===== src/rtl/ah_arb_requester_32_if.sv =====
// ah_arb_requester_32_if: request, grant and index-handoff bundle shared by the requester,
// the arbiter and the downstream consumer.
interface ah_arb_requester_32_if #(
    parameter int N     = 32,
    parameter int IDXW  = 5,
    parameter int HOLDW = 4
);
    logic [N-1:0]     req_pulse;
    logic [N-1:0]     req;
    logic [N-1:0]     gnt;
    logic [HOLDW-1:0] hold_cycles;
    logic             grant_valid;
    logic [IDXW-1:0]  grant_idx;
    logic             grant_ready;
    logic             busy;
    logic             gnt_err;
    modport slave (
        input  req_pulse, gnt, hold_cycles, grant_ready,
        output req, grant_valid, grant_idx, busy, gnt_err
    );
    modport master (
        output req_pulse, gnt, hold_cycles, grant_ready,
        input  req, grant_valid, grant_idx, busy, gnt_err
    );
endinterface


===== src/rtl/ah_arb_requester_32.sv =====
// ah_arb_requester_32: queues client request strobes for a 32-way arbiter, hands the granted
// index downstream over valid/ready, then withholds all requests for a programmable tenure.
module ah_arb_requester_32 #(
    parameter int N     = 32,
    parameter int IDXW  = 5,
    parameter int HOLDW = 4
) (
    input logic                  clk,
    input logic                  rst,
    ah_arb_requester_32_if.slave bus
);
    typedef enum logic [1:0] {IDLE, OFFER, HOLD} state_t;
    state_t           state, state_nx;
    logic [N-1:0]     pending, clr;
    logic [HOLDW-1:0] cnt, cnt_nx;
    logic [IDXW-1:0]  idx, idx_nx, enc;
    logic             err, err_nx, hit;
    always_comb begin
        enc = '0;
        for (int i = 0; i < N; i++)
            enc = bus.gnt[i] ? (enc | IDXW'(i)) : enc;
    end
    assign hit = $onehot(bus.gnt) && |(bus.gnt & pending);
    always_ff @(posedge clk or posedge rst) begin
        if (rst) begin
            state   <= IDLE;
            pending <= '0;
            cnt     <= '0;
            idx     <= '0;
            err     <= 1'b0;
        end else begin
            state   <= state_nx;
            pending <= (pending & ~clr) | bus.req_pulse;
            cnt     <= cnt_nx;
            idx     <= idx_nx;
            err     <= err_nx;
        end
    end
    // Grants outside IDLE are a lagging arbiter output and are ignored without error.
    always_comb begin
        state_nx = state;
        cnt_nx   = cnt;
        idx_nx   = idx;
        clr      = '0;
        err_nx   = err;
        if (state == IDLE) begin
            if (hit) begin
                idx_nx   = enc;
                clr      = bus.gnt;
                state_nx = OFFER;
            end else if (|bus.gnt) begin
                err_nx = 1'b1;
            end
        end else if (state == OFFER) begin
            if (bus.grant_ready) begin
                cnt_nx   = bus.hold_cycles;
                state_nx = (bus.hold_cycles != '0) ? HOLD : IDLE;
            end
        end else begin
            cnt_nx   = cnt - 1'b1;
            state_nx = (cnt == HOLDW'(1)) ? IDLE : HOLD;
        end
    end
    assign bus.req         = (state == IDLE) ? pending : '0;
    assign bus.grant_valid = (state == OFFER);
    assign bus.grant_idx   = idx;
    assign bus.busy        = (state != IDLE);
    assign bus.gnt_err     = err;
endmodule


===== src/flat_wrapper.sv =====
// flat-port wrapper written by rule: the top's interface ports become plain ports
module ah_arb_requester_32_flat 
#(
    parameter int N     = 32,
    parameter int IDXW  = 5,
    parameter int HOLDW = 4
)
  (clk, rst, bus_req_pulse, bus_gnt, bus_hold_cycles, bus_grant_ready, bus_req, bus_grant_valid, bus_grant_idx, bus_busy, bus_gnt_err);
  ah_arb_requester_32_if #(.N(N), .IDXW(IDXW), .HOLDW(HOLDW)) bus_i ();
  input logic clk;
  input logic rst;
  input wire logic [$bits(bus_i.req_pulse)-1:0] bus_req_pulse;
  input wire logic [$bits(bus_i.gnt)-1:0] bus_gnt;
  input wire logic [$bits(bus_i.hold_cycles)-1:0] bus_hold_cycles;
  input wire logic [$bits(bus_i.grant_ready)-1:0] bus_grant_ready;
  output wire logic [$bits(bus_i.req)-1:0] bus_req;
  output wire logic [$bits(bus_i.grant_valid)-1:0] bus_grant_valid;
  output wire logic [$bits(bus_i.grant_idx)-1:0] bus_grant_idx;
  output wire logic [$bits(bus_i.busy)-1:0] bus_busy;
  output wire logic [$bits(bus_i.gnt_err)-1:0] bus_gnt_err;
  assign bus_i.req_pulse = bus_req_pulse;
  assign bus_i.gnt = bus_gnt;
  assign bus_i.hold_cycles = bus_hold_cycles;
  assign bus_i.grant_ready = bus_grant_ready;
  assign bus_req = bus_i.req;
  assign bus_grant_valid = bus_i.grant_valid;
  assign bus_grant_idx = bus_i.grant_idx;
  assign bus_busy = bus_i.busy;
  assign bus_gnt_err = bus_i.gnt_err;
  ah_arb_requester_32 #(.N(N), .IDXW(IDXW), .HOLDW(HOLDW)) u_core (.clk(clk), .rst(rst), .bus(bus_i));
endmodule

===== config.mk =====
export PLATFORM = sky130hd
export DESIGN_NAME = ah_arb_requester_32_flat
export DESIGN_NICKNAME = d
export VERILOG_FILES = /design/src/rtl/ah_arb_requester_32_if.sv /design/src/rtl/ah_arb_requester_32.sv /design/src/flat_wrapper.sv
export SDC_FILE = /design/constraint.sdc
export NUM_CORES = 1
export LEC_CHECK = 0
export ABC_AREA = 1
export CAP_MARGIN = 20
export CORE_ASPECT_RATIO = 1.1
export CORE_MARGIN = 1.5
export CORE_UTILIZATION = 45
export DETAILED_ROUTE_END_ITERATION = 12
export GPL_TIMING_DRIVEN = 0
export HOLD_SLACK_MARGIN = 0.05
export PLACE_DENSITY = 0.78
export SLEW_MARGIN = 5
export SYNTH_ARGS = -nofsm -noshare
export SYNTH_HDL_FRONTEND = slang
export SYNTH_SLANG_ARGS = --single-unit

===== constraint.sdc =====
create_clock -name clk -period 1.3 [get_ports clk]
set_input_delay 0.13 -clock clk [delete_from_list [all_inputs] [get_ports clk]]
set_output_delay 0.13 -clock clk [all_outputs]
set_load 0.03 [all_outputs]

Word level (Yosys, flattened, before mapping):

Index checks and enable logic that the tools add are counted.

* $add $sub $neg: 32
* equal/unequal tests: 7
* multiplexer cells: 57
* bitwise gates (word level): 5
* reduce and logical (&&, ||, !) cells: 10

Operators with widths (number)
* 32-bit 2-to-1 mux: 4
* 6-bit adder: 15
* 5-bit 2-to-1 mux: 18
* 32-bit bitwise AND: 2
* 32-bit OR reduction: 2
* 4-bit 2-to-1 mux: 13
* 1-bit by 1-bit adder with 2-bit output: 16
* 32-bit NOT: 1
* 32-bit OR: 1
* 2-bit 2-to-1 mux: 12
* 3-bit 2-to-1 mux: 4
* 6-bit by 1-bit equality test with 1-bit output, second input constant: 1
* 1-bit 2-to-1 mux: 6
* 2-bit AND reduction: 3
* 4-bit by 1-bit equality test with 1-bit output, second input constant: 1
* 2-bit != test, second input constant: 2
* 4-bit nonzero test: 1
* 4-bit by 1-bit subtractor with 4-bit output, second input constant: 1
* 3-bit by 2-bit != test with 1-bit output, second input constant: 1
* 3-bit AND reduction: 1
* 2-bit by 1-bit equality test with 1-bit output, second input constant: 1
* 2-bit zero test: 1
* 2-bit by 1-bit != test with 1-bit output, second input constant: 1
* 2-bit nonzero test: 1
* other kinds (2): 2

* bits in registers: 44
* input port bits: 71
* output and inout bits: 40
* word-level logic and storage cells: 116

Depth between registers and ports, before layout:

Gate-level depths: netlist (run 1).

* depth after elaboration: 33
* gate-level depth with buffers: 23

Worst setup path after synthesis (run 1):

OpenSTA, ideal clock, no wires.

* path kind: in2reg
* start point: input bus_gnt[31]
* end point: register u_core.pending[11]
* library setup time: 116 ps
* arrival: 4422 ps
* path slack: -3238 ps
* stages on the path: 21
* buffers on the path: 2
* cell sequence: inv_1 > ha_1 > inv_1 > fa_1 > fa_1 > fa_1 > fa_1 > fa_1 > inv_1 > ha_1 > inv_1 > fa_1 > nand2_1 > nor3_1 > nand2_1 > nor2_2 > buf_4 > buf_6 > nand4_1 > nand2_1 > nand2_1

* word-level cells in the longest chain between the ends: 13
* elaborated cells on any way between the ends: 15

Ends and longest elaborated chain
* from (decl): line flat_wrapper.sv:13 `input wire logic [$bits(bus_i.gnt)-1:0] bus_gnt;`
* 1-bit by 1-bit adder with 2-bit output (not written as such): line ah_arb_requester_32.sv:23 `assign hit = $onehot(bus.gnt) && |(bus.gnt & pending);`
* 6-bit adder (not written as such) (4 in a row): line ah_arb_requester_32.sv:23
* 6-bit by 1-bit equality test with 1-bit output: line ah_arb_requester_32.sv:23
* 1-bit logical AND (*): line ah_arb_requester_32.sv:23
* 32-bit 2-to-1 mux (*): line ah_arb_requester_32.sv:47 `if (hit) begin`
* 32-bit 2-to-1 mux (*) (2 in a row): line ah_arb_requester_32.sv:46 `if (state == IDLE) begin`
* 32-bit NOT (*): line ah_arb_requester_32.sv:33 `pending <= (pending & ~clr) | bus.req_pulse;`
* 32-bit bitwise AND (*): line ah_arb_requester_32.sv:33
* 32-bit OR (*): line ah_arb_requester_32.sv:33
* to (signal assigned): line ah_arb_requester_32.sv:33
* to (decl): line ah_arb_requester_32.sv:14 `logic [N-1:0] pending, clr;`

Mark *: on every way between the ends. The rest lies on a longest branch, timed or not. The select of a mux whose other input is x is not followed.
A chain may end at the register's enable or synchronous reset.

Worst setup path in the final report (run 1):

* start point: input bus_gnt[3]
* end point: register u_core.pending[5]

Same word-level chain as after synthesis.

==> results of run 1 <==
==> critical path, stage by stage <==
cell     delay (ns)
buf_8          0.11
buf_4          0.12
inv_1          0.07
ha_1           0.24
inv_2          0.06
fa_2           0.46
fa_2           0.37
fa_1           0.50
fa_1           0.55
fa_1           0.43
inv_2          0.08
ha_4           0.13
inv_2          0.03
fa_1           0.47
nand2_1        0.06
nor3_2         0.09
nand2_1        0.10
nor2_4         0.18
buf_12         0.17
buf_6          0.12
nand4_1        0.09
nand2_1        0.08
nand2_1        0.05
==> per-layer routing <==
layer / up-vias / GRT usage / part of all wire
met5: - / 0 / 0
met1: 1960 / 0.324 / 0.40
met3: 26 / 0.0294 / 0.049
met2: 147 / 0.487 / 0.53
met4: 0 / 0.0586 / 0.022
li1: 2021 / - / -
==> where the power goes <==
part	internal, W	total (W)	switching, W
sequential	0.00196	0.00246	0.000502
clock	0.000757	0.00124	0.000479
combinational	0.00667	0.0144	0.00773
==> kinds of logic (layout without fill, tap and decap cells) <==
logic type                 count (synthesis)  in the layout  share of synthesized area
buffers and inverters                    174            327                      0.169
xor gates and xnor gates                   2              2                    0.00424
adders and majority gates                 68             68                      0.253
AOI/OAI and AO/OA                         16             16                     0.0230
DFF                                       44             44                      0.266
and+or+nand+nor                          270            270                      0.284
==> worst max path at each step <==
stage                     start            endpoint  slack, ns  cells after the start
global placement    bus_gnt[20]  u_core.pending[16]      -4.17                     21
detailed placement   bus_gnt[2]   u_core.pending[5]      -4.26                     23
CTS                  bus_gnt[3]   u_core.pending[5]      -3.26                     23
finish               bus_gnt[3]   u_core.pending[5]      -3.21                     23
global route        bus_gnt[31]  u_core.pending[18]      -3.41                     21
floorplan            bus_gnt[2]  u_core.pending[10]      -3.18                     22
==> flip-flops by register name (all words and copies together), names as in the netlist <==
signal / cells
u_core.bus.gnt_err: 1
u_core.pending: 32
u_core.bus.grant_idx: 5
u_core.state: 2
u_core.cnt: 4
==> through the flow <==
| step | power, W | setup slack (ns) | setup TNS, ns |
|---|---|---|---|
| 2_1_floorplan | 0.0101 | -3.18 | -122.47 |
| 3_3_place_gp | 0.0131 | -4.17 | -215.89 |
| 3_5_place_dp | 0.0135 | -4.26 | -185.30 |
| 4_1_cts | 0.0169 | -3.26 | -136.39 |
| 5_1_grt | 0.0193 | -3.41 | -146.98 |
| 6_report | 0.0181 | -3.21 | -137.81 |
==> timing repair <==
item	4_1_cts	5_1_grt
endpoints found under the setup margin	79	77
pin swaps	62	34
setup buffers	15	18
gates cloned	4	1
resized for setup	420	65
==> layout make-up <==
cell class,count,area [um^2],share of cell area
buffer,13,131,0.0204
clock buffer,5,68.8,0.0107
clock inverter,2,60.1,0.00935
inverter,159,607,0.0944
multi-input combinational,356,2740,0.426
sequential,44,1100,0.172
tap,114,143,0.0222
timing repair buffer,148,1580,0.245
==> layout by cell type, fill, tap and decap left out, types with 9 or more instances in the layout <==
master and instances:
buf_12 9, buf_2 9, buf_4 20, buf_6 64, clkdlybuf4s50_1 44, dfrtp_1 43
fa_1 18, ha_1 34, inv_1 137, inv_2 19, nand2_1 145, nand4_1 47
nor2_1 26, nor2_4 37
==> summary.md, run 1 <==
| Metric | Value |
|---|---|
| Status | finished with violations |
| Failing checks | negative setup slack |
| Cts hold-fix bufs | 0 |
| Static Leak | 3.51 nW |
| Placed cell area | 5630 um^2 |
| Initial antenna violation count | 0 |
| Via density | 4.94 |
| Share of the synthesized area in the top cell type | 0.266 |
| Final Slew Violations | 0 |
| CTS tree | built |
| Sink Count | 44 |
| Final HPWL DP | 9.56 mm |
| Syn Nets | 713 |
| Clock latency at the later pin of the worst-skew pair | 0.30 ns |
| Power per cell area | 2820 nW/um^2 |
| Drt first-iter violations | 193 |
| Arrival time at the worst endpoint | 4.71 ns |
| Synthesized area | 4130 um^2 |
| Post-synthesis register bit count | 44 |
| H-tree levels | 2 |
| Largest net degree at the start of global routing | 37 |
| Filler cells | 669 |
| Worst R2R Start | u_core.state[0] |
| Max Root-Sink Buffers | 2 |
| Utilization after layout | 0.724 |
| Top_reg_cell synth | dfrtp_1 |
| Clk slew on worst S/H paths | 0.09 ns |
| Fin. Hold Viols | 0 |
| 1st-pass router iterations | 5 |
| R2r setup slk | -0.37 ns |
| Worst hold slack | 0.0592 ns |
| Crit-path max FO | 8 |
| RR Endpoint | u_core.pending[18] |
| Seq/Total Area, Yosys | 0.266 |
| CP Capture Type | flip-flop |
| DRT Wirelength | 13.2 mm |
| Largest cells by area after synthesis | dfrtp_1 27%, inv_1 14%, nand2_1 14% |
| Inst Count DP | 799 |
| Mapped Cells | 574 |
| Post-route DRC | 0 |
| Post-synth EDFFs | 0 |
| Initial Util | 0.466 |
| Fmax | 222 MHz |
| Classification of the worst-slack hold path | in2async |
| Unrepaired setup endpoints after global routing | true |
| Final non-filler cell total | 841 |
| Synth unique cells | 26 |
| Die H | 104 um |
| Die X | 94.4 um |
| Worst Tran Pin Value | 0.442 ns |
| Slew margin rel. | 0.702 |
| Most common cell in the netlist | inv_1 |
| Worst setup margin | -3.21 ns |
| Layout cells sized above 1 | 0.274 |
| Yosys warns | 0 |
| Total CTS buffers | 5 |
| Core box area | 8870 um^2 |
| Grt ovf | 0 |
| Tcrit/Tclk final | 3.47 |
| Fin crit period | 4.51 ns |
| Antenna Violating Nets Remaining | 0 |
| Via count | 4154 |
| Cell Rows | 36 |
| Wirelength per Cell | 15.7 um |
| MaxCap Viol Count | 0 |
| Mapped Avg Cell Area | 7.20 um^2 |
| Port Buf Inserts | 110 |
| Final setup fails | 75 |
| Area growth, synth to finish | 55.4% |
| Top Ports | 111 |
| Maximum VDD drop | 1.47 mV |
| Largest area contributor in the netlist | dfrtp_1 |
| Commonest cells post-synth | 158 x inv_1, 150 x nand2_1, 59 x nor2_1 |
| Async SR Flop Fraction | 1.00 |
| Startpoint types | input port |
| CP Data Required Time | 1.50 ns |
| Number of global-route vias before repair | 4231 |
| Clock Tree Root | clkbuf_8 |
| Antenna diode count | 0 |
| Worst R2R Path Depth | 7 |
| First-pass GRT wire length | 20.1 mm |
| NumNets Final | 866 |
| Fin area | 6430 um^2 |
| Total global-route track usage | 0.264 |
| Skew final | 0.0103 ns |
| Final GP Congestion | 0.940 |
| Die footprint | 9770 um^2 |
| Crit Path Class | in2reg |
No activity file was read; power rests on OpenSTA's default activity.
==> run 2, diff against run 1 <==
--- a/config.mk
+++ b/config.mk
@@ -9,11 +9,11 @@
 export CAP_MARGIN = 20
 export CORE_ASPECT_RATIO = 1.1
 export CORE_MARGIN = 1.5
-export CORE_UTILIZATION = 45
+export CORE_UTILIZATION = 50
 export DETAILED_ROUTE_END_ITERATION = 12
 export GPL_TIMING_DRIVEN = 0
 export HOLD_SLACK_MARGIN = 0.05
-export PLACE_DENSITY = 0.78
+export PLACE_DENSITY = 0.82
 export SLEW_MARGIN = 5
 export SYNTH_ARGS = -nofsm -noshare
 export SYNTH_HDL_FRONTEND = slang
==> constraint.sdc (replaced) <==
create_clock -name clk -period 5.4 [get_ports clk]
set_input_delay 0.54 -clock clk [delete_from_list [all_inputs] [get_ports clk]]
set_output_delay 0.54 -clock clk [all_outputs]
set_load 0.03 [all_outputs]
==> run 2 against run 1 <==
The run now ends clean. Clock skew is 0.0075 ns higher. Largest power group unchanged. Worst setup slack better by 3.5 ns. Sequential power fell by 76%. Total power down 81%. Count of clock-buffer cells in the layout is 1 higher. First-iteration DRC count increased by 1.0%. Combinational power decreased by 82%.
==> summary.md, run 2 (same netlist as run 1, synthesis figures left out) <==
| Metric | Value |
|---|---|
| Post-route DRC | 0 |
| Die X | 89.7 um |
| Power per cell area | 632 nW/um^2 |
| Skew final | 0.0178 ns |
| CP most frequent cell | fa_1 |
| Final GP Congestion | 0.952 |
| Total CTS buffers | 5 |
| Port Buf Inserts | 110 |
| First-pass GRT wire length | 18.5 mm |
| Classification of the worst-slack hold path | in2async |
| H-tree levels | 2 |
| Unrepaired setup endpoints after global routing | false |
| Filler cells | 758 |
| Via count | 3933 |
| Slowest stage delay, CP | 0.57 ns |
| Total negative setup slack | 0 ns |
| MaxCap Viol Count | 0 |
| Initial antenna violation count | 0 |
| Core box area | 7960 um^2 |
| Max Root-Sink Buffers | 2 |
| Grt ovf | 0 |
| Worst R2R Start | u_core.state[1] |
| Clock latency at the later pin of the worst-skew pair | 0.31 ns |
| Number of global-route vias before repair | 3988 |
| Worst hold slack | 0.449 ns |
| Worst slack at placement | -0.618 ns |
| Die footprint | 8820 um^2 |
| Clk slew on worst S/H paths | 0.10 ns |
| R2r setup slk | 3.81 ns |
| CTS tree | built |
| Die H | 98.4 um |
| 1st-pass router iterations | 5 |
| Fin. Hold Viols | 0 |
| Area growth, synth to finish | 31.4% |
| Crit-path max FO | 10 |
| Final setup fails | 0 |
| CP Capture Type | flip-flop |
| Crit-path cells | clkdlybuf4s15_1 > ha_1 > inv_1 > fa_1 > fa_1 > fa_1 > fa_1 > fa_1 > inv_1 > ha_1 > inv_1 > fa_1 > nand2_1 > nor3_2 > nand2_1 > nor2_4 > buf_6 > buf_6 > nand4_1 > nand2_1 > nand2_1 |
| Total global-route track usage | 0.274 |
| Setup crit end | u_core.pending[17] |
| Cts hold-fix bufs | 0 |
| Stages on worst setup path | 21 |
| Slew margin rel. | 0.633 |
| Status | finished clean |
| Largest net degree at the start of global routing | 39 |
| Sink Count | 44 |
| Maximum VDD drop | 0.508 mV |
| Crit Path Class | in2reg |
| CP Data Required Time | 5.59 ns |
| Final non-filler cell total | 803 |
| Final HPWL DP | 9.66 mm |
| Worst setup margin | 0.271 ns |
| DRT Wirelength | 11.4 mm |
| Fin crit period | 5.13 ns |
| Drt first-iter violations | 195 |
| Largest register by flop count | u_core.pending |
| Cell Rows | 34 |
| Leading cell types in the layout, fill and taps excluded | 157 x inv_1, 150 x nand2_1, 86 x clkdlybuf4s50_1 |
| Final Slew Violations | 0 |
| WP buf/inv | 6 |
| Inst Count DP | 793 |
| Fmax | 195 MHz |
| Cell family with most CP delay | adder cells |
| Worst Tran Pin Value | 0.550 ns |
| Worst R2R Path Depth | 6 |
| Arrival time at the worst endpoint | 5.32 ns |
| Max FFs per register | 32 |
| Layout cells sized above 1 | 0.0791 |
| Multi-input gate area in the final layout | 2350 um^2 |
| Top Ports | 111 |
| Wirelength per Cell | 14.2 um |
| Initial Util | 0.520 |
| Antenna Violating Nets Remaining | 0 |
| CP startpoint | bus_gnt[26] |
| Worst path slowest cell | fa_1 |
| Static Leak | 3.13 nW |
| NumNets Final | 833 |
| Tcrit/Tclk final | 0.950 |
| RR Endpoint | u_core.pending[17] |
| Commonest non-fill, non-tap cell in the layout | inv_1 |
| Antenna diode count | 0 |
| Via density | 4.90 |
| Startpoint types | input port |
| FF+latch area | 1100 um^2 |
| Clock Tree Root | clkbuf_8 |
run 2: changes by cell type in the layout (fill, tap and decap cells not counted), moves of 17 or more:
cell             delta
buf_4              -18
buf_6              -58
clkbuf_2           +23
clkdlybuf4s50_1    +42
inv_1              +20
inv_2              -17
nor2_1             +33
nor2_4             -35
run 2: worst min path at each step:
stage / cells past startpoint / slack, ns / startpoint / endpoint
global route: 2 / 0.48 / rst / u_core.pending[28]
detailed placement: 2 / 0.48 / u_core.bus.grant_idx[0] / u_core.bus.grant_idx[0]
CTS: 2 / 0.45 / rst / u_core.pending[28]
floorplan: 2 / 0.46 / u_core.pending[16] / u_core.pending[16]
global placement: 2 / 0.48 / u_core.bus.grant_idx[0] / u_core.bus.grant_idx[0]
finish: 2 / 0.45 / rst / u_core.pending[28]
run 2: where the power goes:
part / internal, W / total [W] / switching, W
clock network: 0.000152 / 0.000278 / 0.000126
registers: 0.000474 / 0.000585 / 0.000111
logic: 0.00105 / 0.00257 / 0.00152
run 2: through the flow:
| step | utilization | instance area, um^2 | total power, W |
|---|---|---|---|
| after floorplan | - | 4130 | 0.00225 |
| after global placement | 0.675 | 5370 | 0.00298 |
| after detailed placement | 0.678 | 5390 | 0.00306 |
| after CTS | 0.692 | 5510 | 0.00341 |
| after global routing | 0.683 | 5430 | 0.00377 |
| final | 0.683 | 5430 | 0.00343 |
run 2: cell type report:
| cell class | count | share of cell area |
|---|---|---|
| timing repair buffer | 113 | 0.188 |
| clock inverter | 2 | 0.00714 |
| multi-input combinational | 356 | 0.432 |
| clock buffer | 6 | 0.0152 |
| inverter | 159 | 0.110 |
| buffer | 15 | 0.0198 |
| sequential | 44 | 0.203 |
| tap | 108 | 0.0249 |
run 2: what timing repair did:
item,4_1_cts,5_1_grt
pin swaps,1,6
gates resized for setup,26,50
setup endpoints to repair,39,39
setup buffers,2,0
run 2: worst reg2reg max path: cells and delay by family, from the launching register on:
kind | cells | cell delay (ns)
buffers and inverters | 2 | 0.57
AND/OR/NAND/NOR | 4 | 0.47
flip-flops | 1 | 0.45
run 2: metal layers:
layer,part of all wire,GRT usage
met5,0,0
met4,0.015,0.0698
met3,0.047,0.0330
met2,0.51,0.483
met1,0.42,0.351
==> run 3, diff against run 2 <==
--- a/config.mk
+++ b/config.mk
@@ -10,6 +10,7 @@
 export CORE_ASPECT_RATIO = 1.1
 export CORE_MARGIN = 1.5
 export CORE_UTILIZATION = 50
+export CTS_CLUSTER_DIAMETER = 40
 export DETAILED_ROUTE_END_ITERATION = 12
 export GPL_TIMING_DRIVEN = 0
 export HOLD_SLACK_MARGIN = 0.05
==> results of run 3 <==
Same layout as run 2: the final DEF is identical, and so are final timing and power.
